$ cat src/rtl/cnn_fixed_pkg.sv
// Fixed-point formats, saturation helper and accumulator FSM states shared by
// the CNN conv datapath.
package cnn_fixed_pkg;

  localparam int DEF_WIDTH     = 14;
  localparam int DEF_FRAC_BITS = 7;
  localparam int SAT_MAX       = (1 << (DEF_WIDTH - 1)) - 1;
  localparam int SAT_MIN       = -(1 << (DEF_WIDTH - 1));
  localparam int RELU6_MAX     = 6 << DEF_FRAC_BITS;

  typedef enum logic [0:0] {
    ACC_IDLE,
    ACC_RUN
  } acc_state_e;

  // Clamp a wide signed value into the signed range of a w-bit word.
  function automatic logic signed [63:0] saturate(input logic signed [63:0] x, input int w);
    logic signed [63:0] hi;
    logic signed [63:0] lo;
    hi = (64'sd1 <<< (w - 1)) - 64'sd1;
    lo = -hi - 64'sd1;
    if (x > hi) return hi;
    if (x < lo) return lo;
    return x;
  endfunction

endpackage

$ cat src/rtl/pipelined_adder_tree.sv
// Registered binary reduction of N signed lanes (zero-padded to a power of two),
// with a sideband delay line that stays aligned with the sum.
module pipelined_adder_tree #(
  parameter int N    = 32,
  parameter int IN_W = 14,
  parameter int SB_W = 1
) (
  input  logic                             clk,
  input  logic                             rst,
  input  logic [N*IN_W-1:0]                data,
  input  logic [SB_W-1:0]                  sb_in,
  output logic signed [IN_W+$clog2(N)-1:0] sum,
  output logic [SB_W-1:0]                  sb_out
);

  localparam int STAGES = $clog2(N);
  localparam int PADDED = 1 << STAGES;
  localparam int DEPTH  = STAGES + 1;

  // Level 0 captures the inputs; level l holds PADDED>>l partial sums, one bit wider each level.
  for (genvar l = 0; l <= STAGES; l++) begin : g_lvl
    localparam int LW  = IN_W + l;
    localparam int CNT = PADDED >> l;

    logic [CNT*LW-1:0] v;
    logic [CNT*LW-1:0] v_nxt;

    if (l == 0) begin : g_in
      assign v_nxt = (CNT*LW)'(data);
    end else begin : g_add
      localparam int PW = LW - 1;
      always_comb begin
        for (int j = 0; j < CNT; j++) begin
          v_nxt[j*LW +: LW] = LW'($signed(g_lvl[l-1].v[2*j*PW +: PW]))
                            + LW'($signed(g_lvl[l-1].v[(2*j+1)*PW +: PW]));
        end
      end
    end

    // NOTE: sequential state uses non-blocking assignments so every register samples pre-edge values.
    always_ff @(posedge clk or negedge rst) begin
      if (!rst) v <= '0;
      else      v <= v_nxt;
    end
  end

  assign sum = $signed(g_lvl[STAGES].v);

  logic [SB_W-1:0] sb_pipe [DEPTH];

  // NOTE: this delay line is reset, not left as plain storage, so a stale valid cannot emerge after reset.
  always_ff @(posedge clk or negedge rst) begin
    if (!rst) begin
      for (int i = 0; i < DEPTH; i++) sb_pipe[i] <= '0;
    end else begin
      sb_pipe[0] <= sb_in;
      for (int i = 1; i < DEPTH; i++) sb_pipe[i] <= sb_pipe[i-1];
    end
  end

  assign sb_out = sb_pipe[DEPTH-1];

endmodule

$ cat src/rtl/product_accumulator.sv
// Reduces each beat of multiplier products, accumulates over a window, adds bias and emits
// one saturated result per window. Define RELU6_EN to clamp the result to [0, 6.0].
module product_accumulator
  import cnn_fixed_pkg::*;
#(
  parameter int NUM_INSTANCES = 32,
  parameter int WIDTH         = DEF_WIDTH,
  parameter int FRAC_BITS     = DEF_FRAC_BITS,
  parameter int MAX_BEATS     = 64
) (
  input  logic                               clk,
  input  logic                               rst,
  input  logic [NUM_INSTANCES*WIDTH-1:0]     products,
  input  logic                               in_valid,
  input  logic                               in_last,
  input  logic signed [WIDTH-1:0]            bias,
  output logic                               out_valid,
  output logic signed [WIDTH-1:0]            result,
  output logic [$clog2(MAX_BEATS):0]         beat_count,
  output logic                               overrun
);

  localparam int STAGES = $clog2(NUM_INSTANCES);
  localparam int SUM_W  = WIDTH + STAGES;
  localparam int BC_W   = $clog2(MAX_BEATS) + 1;
  localparam int ACC_W  = WIDTH + STAGES + $clog2(MAX_BEATS) + 1;

`ifdef RELU6_EN
  localparam bit RELU6 = 1'b1;
`else
  localparam bit RELU6 = 1'b0;
`endif
  localparam logic signed [WIDTH-1:0] RELU6_LIM = WIDTH'(6 << FRAC_BITS);

  logic signed [SUM_W-1:0] t_sum;
  logic [WIDTH+1:0]        t_sb;
  logic                    t_valid;
  logic                    t_last;
  logic signed [WIDTH-1:0] t_bias;

  // valid/last/bias ride the tree's delay line so they arrive with their beat's sum.
  pipelined_adder_tree #(
    .N    (NUM_INSTANCES),
    .IN_W (WIDTH),
    .SB_W (WIDTH + 2)
  ) u_tree (
    .clk    (clk),
    .rst    (rst),
    .data   (products),
    .sb_in  ({in_valid, in_last, bias}),
    .sum    (t_sum),
    .sb_out (t_sb)
  );

  assign {t_valid, t_last, t_bias} = t_sb;

  acc_state_e              state, state_nxt;
  logic signed [ACC_W-1:0] acc, acc_nxt, acc_base, total;
  logic [BC_W-1:0]         beat_count_nxt, beat_inc;
  logic                    overrun_nxt, emit;
  logic signed [WIDTH-1:0] result_nxt;

  // NOTE: every variable gets a default before any branch, so no latch is inferred.
  always_comb begin
    state_nxt      = state;
    acc_nxt        = acc;
    beat_count_nxt = beat_count;
    overrun_nxt    = overrun;
    emit           = 1'b0;
    acc_base       = (state == ACC_RUN) ? acc : '0;
    beat_inc       = (beat_count == '1) ? beat_count : beat_count + 1'b1;
    total          = acc_base + ACC_W'(t_sum) + ACC_W'(t_bias);
    result_nxt     = WIDTH'(saturate(64'(total), WIDTH));

    if (RELU6) begin
      if (result_nxt < 0)              result_nxt = '0;
      else if (result_nxt > RELU6_LIM) result_nxt = RELU6_LIM;
    end

    if (t_valid) begin
      if (beat_inc > BC_W'(MAX_BEATS)) overrun_nxt = 1'b1;
      if (t_last) begin
        emit           = 1'b1;
        state_nxt      = ACC_IDLE;
        acc_nxt        = '0;
        beat_count_nxt = '0;
      end else begin
        state_nxt      = ACC_RUN;
        acc_nxt        = acc_base + ACC_W'(t_sum);
        beat_count_nxt = beat_inc;
      end
    end
  end

  always_ff @(posedge clk or negedge rst) begin
    if (!rst) begin
      state      <= ACC_IDLE;
      acc        <= '0;
      beat_count <= '0;
      overrun    <= 1'b0;
      out_valid  <= 1'b0;
      result     <= '0;
    end else begin
      state      <= state_nxt;
      acc        <= acc_nxt;
      beat_count <= beat_count_nxt;
      overrun    <= overrun_nxt;
      out_valid  <= emit;
      if (emit) result <= result_nxt;
    end
  end

endmodule

$ cat config.mk
export PLATFORM = sky130hd
export DESIGN_NAME = product_accumulator
export DESIGN_NICKNAME = d
export VERILOG_FILES = /design/src/rtl/cnn_fixed_pkg.sv /design/src/rtl/pipelined_adder_tree.sv /design/src/rtl/product_accumulator.sv
export SDC_FILE = /design/constraint.sdc
export NUM_CORES = 2
export LEC_CHECK = 0
export BUFFER_PORTS_ARGS = -buffer_cell sky130_fd_sc_hd__buf_2
export CORE_MARGIN = 2
export CORE_UTILIZATION = 41
export CTS_CLUSTER_DIAMETER = 150
export DETAILED_ROUTE_END_ITERATION = 12
export PLACE_DENSITY = 0.71
export SYNTH_ARGS = -nofsm -noshare
export SYNTH_HDL_FRONTEND = slang
export SYNTH_SLANG_ARGS = --single-unit
$ cat constraint.sdc
create_clock -name clk -period 4.78 [get_ports clk]
set_input_delay 0 -clock clk [delete_from_list [all_inputs] [get_ports clk]]
set_output_delay 0 -clock clk [all_outputs]
set_load 0.01 [all_outputs]
Yosys cells after proc, flatten, opt, wreduce, memory -nomap -nowiden
Index checks and enable logic that the tools add are counted.

Add/sub/neg operators: 34. $lt $le $gt $ge: 3. Reduce and logical (&&, ||, !) cells: 1. Muxes and demuxes: 14. Eq/ne operators: 1.

Operator list (number): $add 14x14->15 (16); $add 15x15->16 (8); $add 16x16->17 (4); $mux 14 (4); $mux 26 (2); $add 17x17->18 (2); $add 26x14->26 (1); $add 26x19->26 (1); $gt 26x14->1 const B (1); $lt 26x14->1 const B (1); $add 18x18->19 (1); $mux 7 (2); $add 7x1->7 const B (1); $eq 7x7->1 const B (1); $gt 7x7->1 const B (1); $mux 1 (6); $reduce_and 2->1 (1).

Logic and storage cells: 71. Bits in registers: 1085. Input bits: 466. Output and inout bits: 23.

Longest topological paths before layout
Word-level depth: 8. Depth in mapped cells: 26. Depth with buffers taken out: 25.

Hierarchy
From an unflattened synthesis, not the netlist that was laid out.

Cells, all modules: 4026. Area, all modules: 49329.8 sq um.

Modules (own cells, without submodules): pipelined_adder_tree (cells an instance 3447, area each 44448.9 sq um, sequential area each 25899.8 sq um, times used 1); product_accumulator (cells an instance 579, area each 4880.9 sq um, sequential area each 1251.2 sq um, times used 1).

Worst setup path before layout
No wires, ideal clock.

Path kind: reg-to-reg. Start: reg state. End: reg result[3]. Arrival time: 4602 ps. Stages on the path, launching flop included: 25. Clock period less this slack: 4733 ps. Library setup time: 131 ps. Path buffers: 2. Data required time: 4649 ps. Slack: 47 ps. Cell sequence: dfrtp_1 -> clkbuf_1 -> nand2_1 -> inv_1 -> ha_1 -> a211oi_2 -> o21ai_2 -> a2111oi_4 -> nor2_1 -> nand2_1 -> nand2b_1 -> a21oi_1 -> xnor2_1 -> ha_1 -> a21oi_1 -> a21boi_0 -> a21oi_1 -> nand2b_1 -> o311ai_2 -> a21boi_2 -> mux2_2 -> nand3_2 -> nor4_4 -> buf_6 -> o32ai_1.

Cells in the longest elaborated chain, start to end: 8. Elaborated cells on any way between the ends: 11. Those cells by class: 2 x add/sub; 2 x order compare; 7 x mux.

RTL lines: start, declared (line product_accumulator.sv:57) `acc_state_e state, state_nxt;`; start signal, assigned (line product_accumulator.sv:104) `state <= state_nxt;`; $mux 26 * (line product_accumulator.sv:70) `acc_base = (state == ACC_RUN) ? acc : '0;`; $add 26x19->26 * (line product_accumulator.sv:72) `total = acc_base + ACC_W'(t_sum) + ACC_W'(t_bias);`; $add 26x14->26 * (line product_accumulator.sv:72); $lt 26x14->1 (line cnn_fixed_pkg.sv:23) `if (x < lo) return lo;`; $mux 1 (2 in a row) (line cnn_fixed_pkg.sv:23); $mux 14 (line cnn_fixed_pkg.sv:24) `return x;`; $mux 14 * (line cnn_fixed_pkg.sv:23); end signal, assigned (line product_accumulator.sv:109) `if (emit) result <= result_nxt;`; end, declared (line product_accumulator.sv:18) `output logic signed [WIDTH-1:0] result,`.

Mark *: on every way between the ends. The rest lies on a longest branch, timed or not. The select of a mux whose other input is x is not followed. A chain may end at the register's enable or synchronous reset.

Worst setup path after layout
Start: reg state. End: reg result[5].

The elaborated chain is that of the path after synthesis.

==> flow_summary.yaml <==
timing:
  setup_viol: 13
  min_period_over_period_pct: 102
  rsz0062_at_grt: "yes"
  fin_ws_ns: -0.0948
  worst_pin_slew_ns: 0.981
  slew_headroom_pct: 34.6
  drv_slew: 0
  finClkSkew_ns: 0.0747
  finalHoldViolations: 0
  hold_ws_ns: 0.0853
  layout_min_cycle_time_ns: 4.87
  fmax_mhz: 205
routing:
  routedWlPerCell_um: 20.0
  via_count: 39770
  route.detailed.drc: 0
  drt_pass1_iterations: 6
  drt_iter0_markers: 2888
  via_per_inst: 5.24
  ant_nets: 0
  drt_wl_total_mm: 152
cells_and_area:
  drive_above_1_share_pct: 16.2
  layout.nets: 6883
  fin_util_pct: 57.7
  fin_area_sq_um: 69000
  fillers: 8790
  area_growth_pct: 40.1
die:
  fp.dieW_um: 351
  fp.dieArea_sq_um: 123000
  start_util_pct: 41.2
  rows: 127
  ios: 489
  die_h_um: 351
  core-area_sq_um: 119000
power:
  p_per_area_nw_per_um2: 579
  ir_drop_mv: 0.400
  p_leak_nw: 32.0
  power_mw: 40.0
cts:
  cts.sinks: 1085
  cts_made_buffers: 114
  clockBufferDepth: 3
  clk_latency_ns: 0.75
  clk_pin_slew_ns: 0.06
  htree_levels: 3
  cts_tree: "yes"
  root_buffer: "clkbuf_16"
hold_path:
  min_path_type: "in2reg"
  min_path_cells: 2
  hold_path_end: "u_tree.g_lvl[0].v[236]"
  min_from: "products[236]"
yosys:
  ys_seq_elements: 1085
  synth_area_leader_cell: "dfrtp_1"
  synth.cell_area_sq_um: 49200
  synth_edf_count: 0
  post_synth.cell_area_avg_sq_um: 11.7
  yosysSeqAreaShare_pct: 55.1
  ys_types: 94
  yosysWarnings: 0
  synth.most_common_cell: "dfrtp_1"
  async_reset_ff_share_pct: 100
  synth_area_leaders: "dfrtp_1 (55%), ha_1 (13%), xnor2_1 (5.1%)"
  syn_nets: 5235
  ys_top_cells_by_count: "dfrtp_1 (1,085), ha_1 (512), nor2_1 (345)"
  synth_top_area_share_pct: 55.1
  synthFlopType: "dfrtp_1"
  netlist_instances: 4224
flow_run:
  drv_cap: 0
place:
  dpl_cell_area_sq_um: 54500
  place.gp.congestion: 0.854
  place_ws_ns: -0.430
  io_buffers: 488
  detailed_place_hpwl_mm: 80.2
global_route:
  grtUsageTotal_pct: 24.6
  grt_pass1_vias: 43246
  grt_overflow: 0
  grt_pass1_wl_mm: 235
  grt_max_degree: 170
  antenna_found_initial: 30
setup_path:
  critPathArrivalTime_ns: 5.47
  crit_fanout: 7
  rrSetupSlack_ns: -0.09
  r2r-end: "result[5]"
  reg2regPathDepth: 26
  cp_slowest_stage_delay_ns: 0.44
  start_kind: "flop"
  path_buf_inv: 5
  r2r-start: "state"
  critical_path_required_ns: 5.38
  crit_type: "reg2reg"
  cp_top_family: "compound AO/OA/AOI/OAI gates"
  endpoint_kind: "flop"
  slowest_stage: "nor4_1"
outcome:
  status: "finished with violations"
  violations: "negative setup slack"
[layout make-up]
cell class / instances / area [sq um] / area share [%]
Clock buffer: 151 / 3190 / 4.63
Timing Repair Buffer: 1554 / 13000 / 18.8
Inverter: 329 / 1230 / 1.79
Sequential cell: 1085 / 27200 / 39.4
Tap cell: 1612 / 2020 / 2.92
Antenna cell: 19 / 47.5 / 0.0689
Clock inverter: 58 / 971 / 1.41
Multi-Input combinational cell: 2788 / 21400 / 31.0
[state kept, by name (all words and copies together), names as in the netlist]
signal / count
u_tree.g_lvl.v: 920
out_valid: 1
beat_count: 7
u_tree.sb_pipe: 80
u_tree.sb_out: 16
acc: 26
overrun: 1
result: 14
u_tree.sum: 19
state: 1
[logic make-up (layout without fill, tap and decap cells)]
kind of cell	after synthesis	count (layout)	share of synthesized area, %
adder cells (fa/ha/maj)	545	545	14.4
AND/OR/NAND/NOR	973	974	9.40
buffers and inverters	352	2092	2.76
other	0	19	0
multiplexers	5	5	0.112
flip-flops	1085	1085	55.1
AO/OA/AOI/OAI	942	942	12.5
XOR/XNOR	322	322	5.74
[power breakdown]
part	leakage, nW	internal [mW]	switching (mW)
Sequential	12.7	11.2	0.993
Combinational	17.3	8.38	9.57
Clock	2.02	5.81	4.03
Total	32.0	25.4	14.6
[layout by cell type (no fill, tap or decap), types with 23 or more instances in the layout]
cell type,synthesis,final
buf_4,1,121
clkbuf_16,0,116
o21a_1,32,32
buf_2,2,487
dfrtp_1,1085,1084
a21boi_0,78,77
a21o_1,50,49
inv_1,329,325
a21oi_1,204,192
xnor2_1,287,278
or3_1,34,34
ha_1,512,500
nor2b_1,71,71
nand2b_1,32,32
fa_1,33,32
xor2_1,34,31
nand3_1,57,56
and2_1,36,36
o211ai_1,23,23
a31oi_1,31,29
a22o_1,27,27
nand2_1,190,187
o21ai_0,293,283
nor2_1,345,342
and3_1,33,32
dlygate4sd3_1,0,927
nor3_1,107,105
[layer usage]
metal / wire length [um] / up-vias / track usage, %
met4: 10200 / 16 / 16.0
met3: 8500 / 682 / 5.05
met5: 101 / - / 0
met1: 55800 / 19380 / 27.2
li1: - / 17994 / -
met2: 77000 / 1698 / 42.9
[worst max-delay path by stage]
| stage | from | to | slack, ns | depth (start not counted) |
|---|---|---|---|---|
| detailed placement | state | result[4] | -0.43 | 23 |
| global route | state | result[5] | -0.39 | 29 |
| floorplan | state | result[3] | 0.05 | 24 |
| CTS | state | result[5] | -0.11 | 23 |
| finish | state | result[5] | -0.09 | 26 |
| global placement | state | result[4] | -0.32 | 23 |
[worst reg2reg max path: cells and delay by family, from the launching register on]
kind	cells	cell delay (ns)
flops	1	0.40
simple gates	7	1.26
buf+inv	5	0.53
compound gates	10	1.58
xor+xnor	1	0.15
fa+ha+maj	3	0.82
[metrics by stage]
| stage | setup TNS, ns | cells |
|---|---|---|
| 2_1_floorplan | 0 | 4224 |
| 3_3_place_gp | -4.25 | 6404 |
| 3_5_place_dp | -5.61 | 6404 |
| 4_1_cts | -1.24 | 7564 |
| 5_1_grt | -4.92 | 7591 |
| 6_report | -0.848 | 7596 |
[repair_timing]
item / 4_1_cts / 5_1_grt
setup endpoints to repair: 14 / 14
hold endpoints to repair: 721 / 0
pin swaps: 50 / 29
hold buffers: 928 / 0
cloned: 3 / 1
resized for setup: 68 / 60
setup buffers: 22 / 13
No activity file was read; power rests on OpenSTA's default activity.
